<file path="config.mk">
export PLATFORM = sky130hd
export DESIGN_NAME = vga_timing_gen_flat
export DESIGN_NICKNAME = d
export VERILOG_FILES = /design/src/rtl/vga_timing_if.sv /design/src/rtl/vga_timing_gen.sv /design/src/flat_wrapper.sv
export SDC_FILE = /design/constraint.sdc
export NUM_CORES = 1
export LEC_CHECK = 0
export ABC_AREA = 1
export CAP_MARGIN = 20
export CELL_PAD_IN_SITES_DETAIL_PLACEMENT = 2
export CELL_PAD_IN_SITES_GLOBAL_PLACEMENT = 2
export CORE_MARGIN = 2
export CORE_UTILIZATION = 28
export CTS_CLUSTER_DIAMETER = 120
export DETAILED_ROUTE_END_ITERATION = 8
export GPL_TIMING_DRIVEN = 0
export PLACE_DENSITY = 0.87
export SYNTH_ARGS = -nofsm -noshare
export SYNTH_HDL_FRONTEND = slang
export SYNTH_SLANG_ARGS = --single-unit
</file>
<file path="constraint.sdc">
create_clock -name clk -period 2.8 [get_ports clk]
set_input_delay 0.42 -clock clk [delete_from_list [all_inputs] [get_ports clk]]
set_output_delay 0.42 -clock clk [all_outputs]
set_load 0.01 [all_outputs]
</file>
<file path="src/rtl/vga_timing_if.sv">
// ---------------------------------------------------------------------------
// vga_timing_if
// Raster timing bundle driven by vga_timing_gen and consumed by the display
// path (display_controller, level-map lookup, board connector).
//   pixelTick  : one-clk strobe, counters advance on the next edge
//   hCount     : horizontal position, 0..H_TOTAL-1
//   vCount     : vertical position, 0..V_TOTAL-1
//   hSync      : active-low horizontal sync
//   vSync      : active-low vertical sync
//   bright     : current position lies in the active area
//   frameStart : one-clk pulse on the first clk of each frame
//   tileCol    : 32-px tile column inside the active area, 0 outside it
//   tileRow    : 32-px tile row inside the active area, 0 outside it
// ---------------------------------------------------------------------------
interface vga_timing_if;
  logic       pixelTick;
  logic [9:0] hCount;
  logic [9:0] vCount;
  logic       hSync;
  logic       vSync;
  logic       bright;
  logic       frameStart;
  logic [4:0] tileCol;
  logic [3:0] tileRow;

  // Timing generator side
  modport master (
    output pixelTick, hCount, vCount, hSync, vSync, bright, frameStart,
           tileCol, tileRow
  );

  // Display / lookup side
  modport slave (
    input  pixelTick, hCount, vCount, hSync, vSync, bright, frameStart,
           tileCol, tileRow
  );
endinterface

</file>
<file path="src/rtl/vga_timing_gen.sv">
// ---------------------------------------------------------------------------
// vga_timing_gen
// 640x480@60 raster timing from the 100 MHz system clock. A 2-bit divider
// produces the 25 MHz pixel strobe; horizontal and vertical counters step on
// that strobe. Sync, active-area and tile decodes are registered from the
// next-state counter values, so they line up with hCount/vCount on the same
// clk (no pipeline skew).
// Ports:
//   clk   : system clock (100 MHz)
//   reset : synchronous, active-high
//   vga   : vga_timing_if.master bundle (counters, syncs, bright,
//           frameStart, tile coordinates)
// ---------------------------------------------------------------------------
module vga_timing_gen #(
  parameter int unsigned CLK_DIV     = 4,
  parameter int unsigned H_TOTAL     = 800,
  parameter int unsigned V_TOTAL     = 525,
  parameter int unsigned H_SYNC      = 96,
  parameter int unsigned V_SYNC      = 2,
  parameter int unsigned H_ACT_START = 144,
  parameter int unsigned H_ACT_END   = 783,
  parameter int unsigned V_ACT_START = 35,
  parameter int unsigned V_ACT_END   = 514,
  parameter int unsigned TILE_SHIFT  = 5
) (
  input  logic         clk,
  input  logic         reset,
  vga_timing_if.master vga
);

  localparam int unsigned DIV_W = 2;
  localparam int unsigned CNT_W = 10;
  localparam int unsigned COL_W = 5;
  localparam int unsigned ROW_W = 4;

  localparam logic [DIV_W-1:0] DIV_LAST   = DIV_W'(CLK_DIV - 1);
  localparam logic [CNT_W-1:0] H_LAST     = CNT_W'(H_TOTAL - 1);
  localparam logic [CNT_W-1:0] V_LAST     = CNT_W'(V_TOTAL - 1);
  localparam logic [CNT_W-1:0] H_SYNC_END = CNT_W'(H_SYNC);
  localparam logic [CNT_W-1:0] V_SYNC_END = CNT_W'(V_SYNC);
  localparam logic [CNT_W-1:0] H_ACT_LO   = CNT_W'(H_ACT_START);
  localparam logic [CNT_W-1:0] H_ACT_HI   = CNT_W'(H_ACT_END);
  localparam logic [CNT_W-1:0] V_ACT_LO   = CNT_W'(V_ACT_START);
  localparam logic [CNT_W-1:0] V_ACT_HI   = CNT_W'(V_ACT_END);

  // Counter state
  logic [DIV_W-1:0] r_div;
  logic [CNT_W-1:0] r_h_count;
  logic [CNT_W-1:0] r_v_count;

  // Registered decodes
  logic             r_pixel_tick;
  logic             r_h_sync;
  logic             r_v_sync;
  logic             r_bright;
  logic [COL_W-1:0] r_tile_col;
  logic [ROW_W-1:0] r_tile_row;

  // Next-state values
  logic             w_tick;
  logic             w_h_wrap;
  logic [DIV_W-1:0] w_div_nxt;
  logic [CNT_W-1:0] w_h_nxt;
  logic [CNT_W-1:0] w_v_nxt;
  logic             w_pixel_tick_nxt;
  logic             w_h_sync_nxt;
  logic             w_v_sync_nxt;
  logic             w_h_act_nxt;
  logic             w_v_act_nxt;
  logic             w_bright_nxt;
  logic [CNT_W-1:0] w_h_off;
  logic [CNT_W-1:0] w_v_off;
  logic [COL_W-1:0] w_tile_col_nxt;
  logic [ROW_W-1:0] w_tile_row_nxt;
  logic             w_frame_start;

  // Divider and raster counters: next state
  always_comb begin
    w_tick    = (r_div == DIV_LAST);
    w_h_wrap  = w_tick && (r_h_count == H_LAST);
    w_div_nxt = w_tick ? '0 : r_div + DIV_W'(1);
    w_h_nxt   = r_h_count;
    w_v_nxt   = r_v_count;
    if (w_tick) begin
      w_h_nxt = (r_h_count == H_LAST) ? '0 : r_h_count + CNT_W'(1);
    end
    if (w_h_wrap) begin
      w_v_nxt = (r_v_count == V_LAST) ? '0 : r_v_count + CNT_W'(1);
    end
  end

  // Decodes of the next position, so the registered copies carry no skew
  always_comb begin
    w_pixel_tick_nxt = (w_div_nxt == DIV_LAST);
    w_h_sync_nxt     = !(w_h_nxt < H_SYNC_END);
    w_v_sync_nxt     = !(w_v_nxt < V_SYNC_END);
    w_h_act_nxt      = (w_h_nxt >= H_ACT_LO) && (w_h_nxt <= H_ACT_HI);
    w_v_act_nxt      = (w_v_nxt >= V_ACT_LO) && (w_v_nxt <= V_ACT_HI);
    w_bright_nxt     = w_h_act_nxt && w_v_act_nxt;
    // 10-bit offsets wrap outside the active area; the bright gate hides that
    w_h_off          = w_h_nxt - H_ACT_LO;
    w_v_off          = w_v_nxt - V_ACT_LO;
    w_tile_col_nxt   = '0;
    w_tile_row_nxt   = '0;
    if (w_bright_nxt) begin
      w_tile_col_nxt = COL_W'(w_h_off >> TILE_SHIFT);
      w_tile_row_nxt = ROW_W'(w_v_off >> TILE_SHIFT);
    end
  end

  // State and decode registers
  always_ff @(posedge clk) begin
    if (reset) begin
      r_div        <= '0;
      r_h_count    <= '0;
      r_v_count    <= '0;
      r_pixel_tick <= 1'b0;
      r_h_sync     <= 1'b0;
      r_v_sync     <= 1'b0;
      r_bright     <= 1'b0;
      r_tile_col   <= '0;
      r_tile_row   <= '0;
    end else begin
      r_div        <= w_div_nxt;
      r_h_count    <= w_h_nxt;
      r_v_count    <= w_v_nxt;
      r_pixel_tick <= w_pixel_tick_nxt;
      r_h_sync     <= w_h_sync_nxt;
      r_v_sync     <= w_v_sync_nxt;
      r_bright     <= w_bright_nxt;
      r_tile_col   <= w_tile_col_nxt;
      r_tile_row   <= w_tile_row_nxt;
    end
  end

  // Origin of the raster with the divider at its first phase. Masked while
  // reset is held so a long reset does not look like a stream of frames; the
  // pulse appears on the first clk after release.
  assign w_frame_start = (r_div == '0) && (r_h_count == '0) &&
                         (r_v_count == '0) && !reset;

  assign vga.pixelTick  = r_pixel_tick;
  assign vga.hCount     = r_h_count;
  assign vga.vCount     = r_v_count;
  assign vga.hSync      = r_h_sync;
  assign vga.vSync      = r_v_sync;
  assign vga.bright     = r_bright;
  assign vga.frameStart = w_frame_start;
  assign vga.tileCol    = r_tile_col;
  assign vga.tileRow    = r_tile_row;

endmodule
</file>
<file path="src/flat_wrapper.sv">
// flat-port wrapper written by rule: the top's interface ports become plain ports
module vga_timing_gen_flat 
#(
  parameter int unsigned CLK_DIV     = 4,
  parameter int unsigned H_TOTAL     = 800,
  parameter int unsigned V_TOTAL     = 525,
  parameter int unsigned H_SYNC      = 96,
  parameter int unsigned V_SYNC      = 2,
  parameter int unsigned H_ACT_START = 144,
  parameter int unsigned H_ACT_END   = 783,
  parameter int unsigned V_ACT_START = 35,
  parameter int unsigned V_ACT_END   = 514,
  parameter int unsigned TILE_SHIFT  = 5
)
  (clk, reset, vga_pixelTick, vga_hCount, vga_vCount, vga_hSync, vga_vSync, vga_bright, vga_frameStart, vga_tileCol, vga_tileRow);
  vga_timing_if vga_i ();
  input  logic clk;
  input  logic reset;
  output wire logic [$bits(vga_i.pixelTick)-1:0] vga_pixelTick;
  output wire logic [$bits(vga_i.hCount)-1:0] vga_hCount;
  output wire logic [$bits(vga_i.vCount)-1:0] vga_vCount;
  output wire logic [$bits(vga_i.hSync)-1:0] vga_hSync;
  output wire logic [$bits(vga_i.vSync)-1:0] vga_vSync;
  output wire logic [$bits(vga_i.bright)-1:0] vga_bright;
  output wire logic [$bits(vga_i.frameStart)-1:0] vga_frameStart;
  output wire logic [$bits(vga_i.tileCol)-1:0] vga_tileCol;
  output wire logic [$bits(vga_i.tileRow)-1:0] vga_tileRow;
  assign vga_pixelTick = vga_i.pixelTick;
  assign vga_hCount = vga_i.hCount;
  assign vga_vCount = vga_i.vCount;
  assign vga_hSync = vga_i.hSync;
  assign vga_vSync = vga_i.vSync;
  assign vga_bright = vga_i.bright;
  assign vga_frameStart = vga_i.frameStart;
  assign vga_tileCol = vga_i.tileCol;
  assign vga_tileRow = vga_i.tileRow;
  vga_timing_gen #(.CLK_DIV(CLK_DIV), .H_TOTAL(H_TOTAL), .V_TOTAL(V_TOTAL), .H_SYNC(H_SYNC), .V_SYNC(V_SYNC), .H_ACT_START(H_ACT_START), .H_ACT_END(H_ACT_END), .V_ACT_START(V_ACT_START), .V_ACT_END(V_ACT_END), .TILE_SHIFT(TILE_SHIFT)) u_core (.clk(clk), .reset(reset), .vga(vga_i));
endmodule
</file>
Word-level counts from Yosys, hierarchy flattened
Index checks and enable logic that the tools add are counted.
{"block": "word_totals", "elab_cells": 44, "output_inout_bits": 34, "regBits": 35}
{"block": "classes", "magnitude_cmp": 6, "eq_ne": 4, "addsub": 5, "reduce_logical": 14, "mux": 5, "bitwise_logic": 1}
{"op": "10-bit 2-to-1 mux", "n": 4}
{"op": "10-bit by 1-bit adder with 10-bit output, second input constant", "n": 2}
{"op": "10-bit == test, second input constant", "n": 2}
{"op": "10-bit <= comparator, second input constant", "n": 2}
{"op": "10-bit zero test", "n": 2}
{"op": "10-bit by 6-bit greater-or-equal comparator with 1-bit output, second input constant", "n": 1}
{"op": "10-bit by 8-bit greater-or-equal comparator with 1-bit output, second input constant", "n": 1}
{"op": "10-bit by 2-bit less-than comparator with 1-bit output, second input constant", "n": 1}
{"op": "10-bit by 7-bit less-than comparator with 1-bit output, second input constant", "n": 1}
{"op": "10-bit by 8-bit subtractor with 10-bit output, second input constant", "n": 1}
{"op": "9-bit by 6-bit subtractor with 9-bit output, second input constant", "n": 1}
{"op": "1-bit logical AND", "n": 7}
{"op": "2-bit == test, second input constant", "n": 2}
{"op": "1-bit zero test", "n": 3}
{"op": "2-bit by 1-bit adder with 2-bit output, second input constant", "n": 1}
{"op": "2-bit zero test", "n": 1}
{"op": "2-bit 2-to-1 mux", "n": 1}
{"op": "2-bit OR reduction", "n": 1}
{"op": "1-bit inverter", "n": 1}

Longest topological paths before layout
{"block": "logic_depth", "word_depth": 8, "ltp_mapped": 16}

Least setup slack after synthesis
Ideal clock, no wire load.
{"block": "synth_path", "kind": "register to register", "startpoint": "reg u_core.r_div[0]", "endpoint": "reg u_core.r_tile_row[2], in the netlist u_core.vga.tileRow[2]", "synth_period_minus_slack_ps": 2335, "path_stages_with_launch": 14, "arrival_ps": 2273, "setup_ps": 62, "t_required_ps": 2738, "setup_slack_ps": 465, "n_path_buf": 1, "path_cell_list": "dfxtp_1 -> ha_1 -> buf_4 -> nand2_1 -> nor3_1 -> nor2_1 -> nor3b_1 -> inv_1 -> ha_1 -> a21oi_1 -> nor2_1 -> a21oi_1 -> nand3_4 -> nor2_2"}
{"block": "synth_between", "elab_chain_cells": 8, "elab_cells_between_ends": 14, "cone_classes": "1 x add/sub; 4 x order compare; 1 x eq/ne; 2 x mux; 1 x bitwise; 5 x reduce/logical"}
{"element": "start, declared", "line": "vga_timing_gen.sv:47", "text": "logic [DIV_W-1:0] r_div;"}
{"element": "start signal, assigned", "line": "vga_timing_gen.sv:124", "text": "r_div <= w_div_nxt;"}
{"element": "2-bit == test (*)", "line": "vga_timing_gen.sv:79", "text": "w_tick = (r_div == DIV_LAST);"}
{"element": "1-bit logical AND", "line": "vga_timing_gen.sv:80", "text": "w_h_wrap = w_tick && (r_h_count == H_LAST);"}
{"element": "10-bit 2-to-1 mux", "line": "vga_timing_gen.sv:87", "text": "if (w_h_wrap) begin"}
{"element": "10-bit by 6-bit greater-or-equal comparator with 1-bit output / 10-bit <= comparator (equally long branches)", "line": "vga_timing_gen.sv:98", "text": "w_v_act_nxt = (w_v_nxt >= V_ACT_LO) && (w_v_nxt <= V_ACT_HI);"}
{"element": "1-bit logical AND", "line": "vga_timing_gen.sv:98"}
{"element": "1-bit logical AND", "line": "vga_timing_gen.sv:99", "text": "w_bright_nxt = w_h_act_nxt && w_v_act_nxt;"}
{"element": "1-bit inverter (no source line)"}
{"element": "2-bit OR reduction (no source line)"}
{"element": "end signal, assigned", "line": "vga_timing_gen.sv:132", "text": "r_tile_row <= w_tile_row_nxt;"}
{"element": "end, declared", "line": "vga_timing_gen.sv:57", "text": "logic [ROW_W-1:0] r_tile_row;"}
Every way passes the cells marked *; elsewhere a longest branch is shown, timed or not.
A chain may end at the register's enable or synchronous reset.

Final worst setup path
{"block": "layout_path", "startpoint": "reg u_core.r_div[1]", "endpoint": "reg u_core.r_tile_row[2], in the netlist u_core.vga.tileRow[2]"}
Same word-level chain as after synthesis.

==> results_dict.tcl <==
set metrics [dict create \
    layout.nets 390 \
    root_buffer "clkbuf_8" \
    end_kind "register" \
    avgRoutedWirePerCell_um 16.2 \
    timing.rr.end "u_core.vga.tileRow[2]" \
    clkPwrFrac_pct 41.4 \
    antenna_found_initial 0 \
    cp.required_ns 3.04 \
    min_path_type "reg -> reg" \
    worst_pin_slew_ns 0.611 \
    cts_buffers 5 \
    gp_congestion 0.801 \
    reg2reg_slack_ns 0.16 \
    hold_ws_ns 0.447 \
    drt_iter0_drc 69 \
    finalCriticalPeriod_ns 2.64 \
    design.core.area_um2 7330 \
    grt_pass1_wl_mm 12.5 \
    cellLeakagePower_uw 0.00132 \
    power_density_nw_per_um2 345 \
    r2r.worst_path.cells 14 \
    ys.flop_type "dfxtp_1" \
    max-vdd-ir-drop_v 0.000256 \
    finalClockSkew_ns 0.0109 \
    crit_fanout 10 \
    io_pins 36 \
    fp-row-count 31 \
    drc 0 \
    cp-start-kind "register" \
    mostFrequentLayoutCell "nand2_1" \
    cp_common_cell "nand2_1" \
    final_cell_mix "92 x nand2_1, 61 x nor2_1, 43 x inv_1" \
    clock_latency_ns 0.30 \
    synth_top_family_by_area "simple AND/OR/NAND/NOR gates" \
    setup_slack_ns 0.159 \
    reg2reg_from "u_core.r_div[1]" \
    combPwrFrac_pct 5.5 \
    sw_frac_of_total_pct 26.7 \
    clockBufferDepth 2 \
    max_cap_violations 0 \
    overflow 0 \
    critPathMaxStageDelay_ns 0.36 \
    yosysSeqAreaShare_pct 32.7 \
    netlist_area_um2 2140 \
    hpwl_mm 5.75 \
    die_x_um 91.4 \
    num_vias 2276 \
    drive_above_1_share_pct 12.9 \
    p_int_uw 702 \
    syn_avg_cell_area_um2 6.41 \
    syn-num-nets 345 \
    setup_viol 0 \
    placedInstanceArea_um2 2610 \
    min-delay-start "u_core.r_div[0]" \
    holdPathEnd "u_core.r_div[0]" \
    synth_cells 334 \
    io_buffers 34 \
    die_h_um 91.4 \
    n_antenna_cell 0 \
    finalHoldViolCount 0 \
    totalWireLength_mm 7.78 \
    grt_pass1_vias 2497 \
    cts_tree "built" \
    design_area_um2 2780 \
    initial_core_util_pct 29.2 \
    power_uw 958 \
    yosys.area_share.simple_pct 44.3 \
    async_flop_share_pct 0 \
    clkSinkCount 35 \
    yosysWarnings 0 \
    place_ws_ns -0.268 \
    finalCritPeriodShare_pct 94.3 \
    fmax_mhz 379 \
    status "complete, no violations" \
    clk_pin_slew_ns 0.09 \
    grt_use_total_pct 18.9 \
    crit_type "reg -> reg" \
    synth_compound_area_share_pct 3.97 \
    synth_mux_area_share_pct 0 \
    grt_max_degree 14 \
    yosys.cell_types.count 31 \
    synthAdderAreaFrac_pct 5.26 \
    crit_slowest_cell "dfxtp_2" \
    htreeDepth 2 \
    arrival_ns 2.88 \
    area_growth_pct 29.7 \
    die_area_um2 8360 \
    synth-seq-cells 35 \
    synth_edf_count 0 \
    slew_violations 0 \
    drt_pass1_iterations 4 \
    p_switching_uw 255 \
    hold_depth 1 \
    via_per_inst 4.75 \
    crit_chain "ha_2 > buf_6 > nand2_1 > nor3_2 > nand2_1 > nor3b_2 > inv_2 > ha_1 > nand2_1 > nor3_1 > nand3_1 > a21oi_4 > nand3_4 > nor2_2" \
    ant_nets 0 \
    relSlewSlack_pct 59.2 \
    synth_xor_area_share_pct 2.86 \
    seqPwrFrac_pct 53.2 \
]
through the flow:
stage	utilization [%]	instances	TNS [ns]
floorplan	-	334	0
global placement	35.5	467	-1.39
detailed placement	35.5	467	-2.46
CTS	37.2	476	0
global route	37.9	479	-0.0561
finish	37.9	479	0
synthesized netlist by cell type, types with 3 or more instances:
library cell	count	share of area (%)
a21oi_1	7	1.6
clkbuf_1	3	0.53
dfxtp_1	35	33
ha_1	9	5.3
inv_1	44	7.7
inv_2	7	1.2
nand2_1	92	16
nand2_2	3	0.88
nand3_1	18	4.2
nand3_2	3	1.4
nand4_1	10	2.9
nor2_1	61	11
nor2_2	6	1.8
nor2_4	4	2.1
nor3_1	4	0.94
o21ai_0	4	0.94
o21ai_1	3	0.70
xor2_1	5	2.0
state kept, by name (all words and copies together) (netlist names):
signal / flops
u_core.vga.tileCol: 5
u_core.vga.vCount: 10
u_core.vga.pixelTick: 1
u_core.r_div: 2
u_core.vga.vSync: 1
u_core.vga.tileRow: 4
u_core.vga.hSync: 1
u_core.vga.bright: 1
u_core.vga.hCount: 10
kinds of logic after synthesis:
group,count (synthesis)
simple gates,209
buf+inv,58
flops,35
compound gates,16
fa+ha+maj,9
xor+xnor,7
final cells by class:
| cell class | instances | area, um^2 |
|---|---|---|
| Sequential cell | 35 | 703 |
| Clock buffer | 5 | 68.8 |
| Clock inverter | 3 | 23.8 |
| Tap cell | 99 | 124 |
| Multi-Input combinational cell | 242 | 1260 |
| Timing Repair Buffer | 37 | 363 |
| Buffer | 6 | 41.3 |
| Fill cell | 896 | 4550 |
| Inverter | 52 | 195 |
metal layers:
metal  track usage (%)  part of all wire (%)
met5                 0                     0
met4              5.05                   1.1
met3              3.07                   2.1
met2              34.3                    51
met1              22.7                    45
critical path, delay by kind of cell, from the launching register on:
family	cells	cell delay, ns
compound gates	1	0.27
fa+ha+maj	2	0.36
buf+inv	2	0.25
flops	1	0.36
simple gates	9	1.32
how the worst max path moves through the flow:
stage / from / cells past startpoint / endpoint
after detailed placement: u_core.vga.hCount[1] / 14 / u_core.vga.tileCol[2]
after floorplan: u_core.r_div[0] / 13 / u_core.vga.tileRow[2]
after global routing: u_core.vga.hCount[1] / 14 / u_core.vga.tileCol[2]
final: u_core.r_div[1] / 14 / u_core.vga.tileRow[2]
after CTS: u_core.vga.hCount[1] / 14 / u_core.vga.tileCol[2]
after global placement: u_core.vga.hCount[1] / 14 / u_core.vga.tileRow[2]
power by group through the flow:
stage | Clock [uW] | Sequential [uW] | Combinational, uW
floorplan | 0 | 519 | 28.8
global route | 427 | 510 | 57.7
detailed placement | 0 | 520 | 50.8
global placement | 0 | 519 | 47.7
finish | 396 | 509 | 52.2
CTS | 412 | 508 | 51.7
timing repair:
item	in CTS	in global routing
pin swaps	1	6
setup endpoints to repair	10	10
hold buffers	0	0
setup buffers	1	2
gates cloned	0	1
endpoints found under the hold margin	0	0
gates resized for setup	4	8
Note: power is estimated with default switching activity, not from simulation.
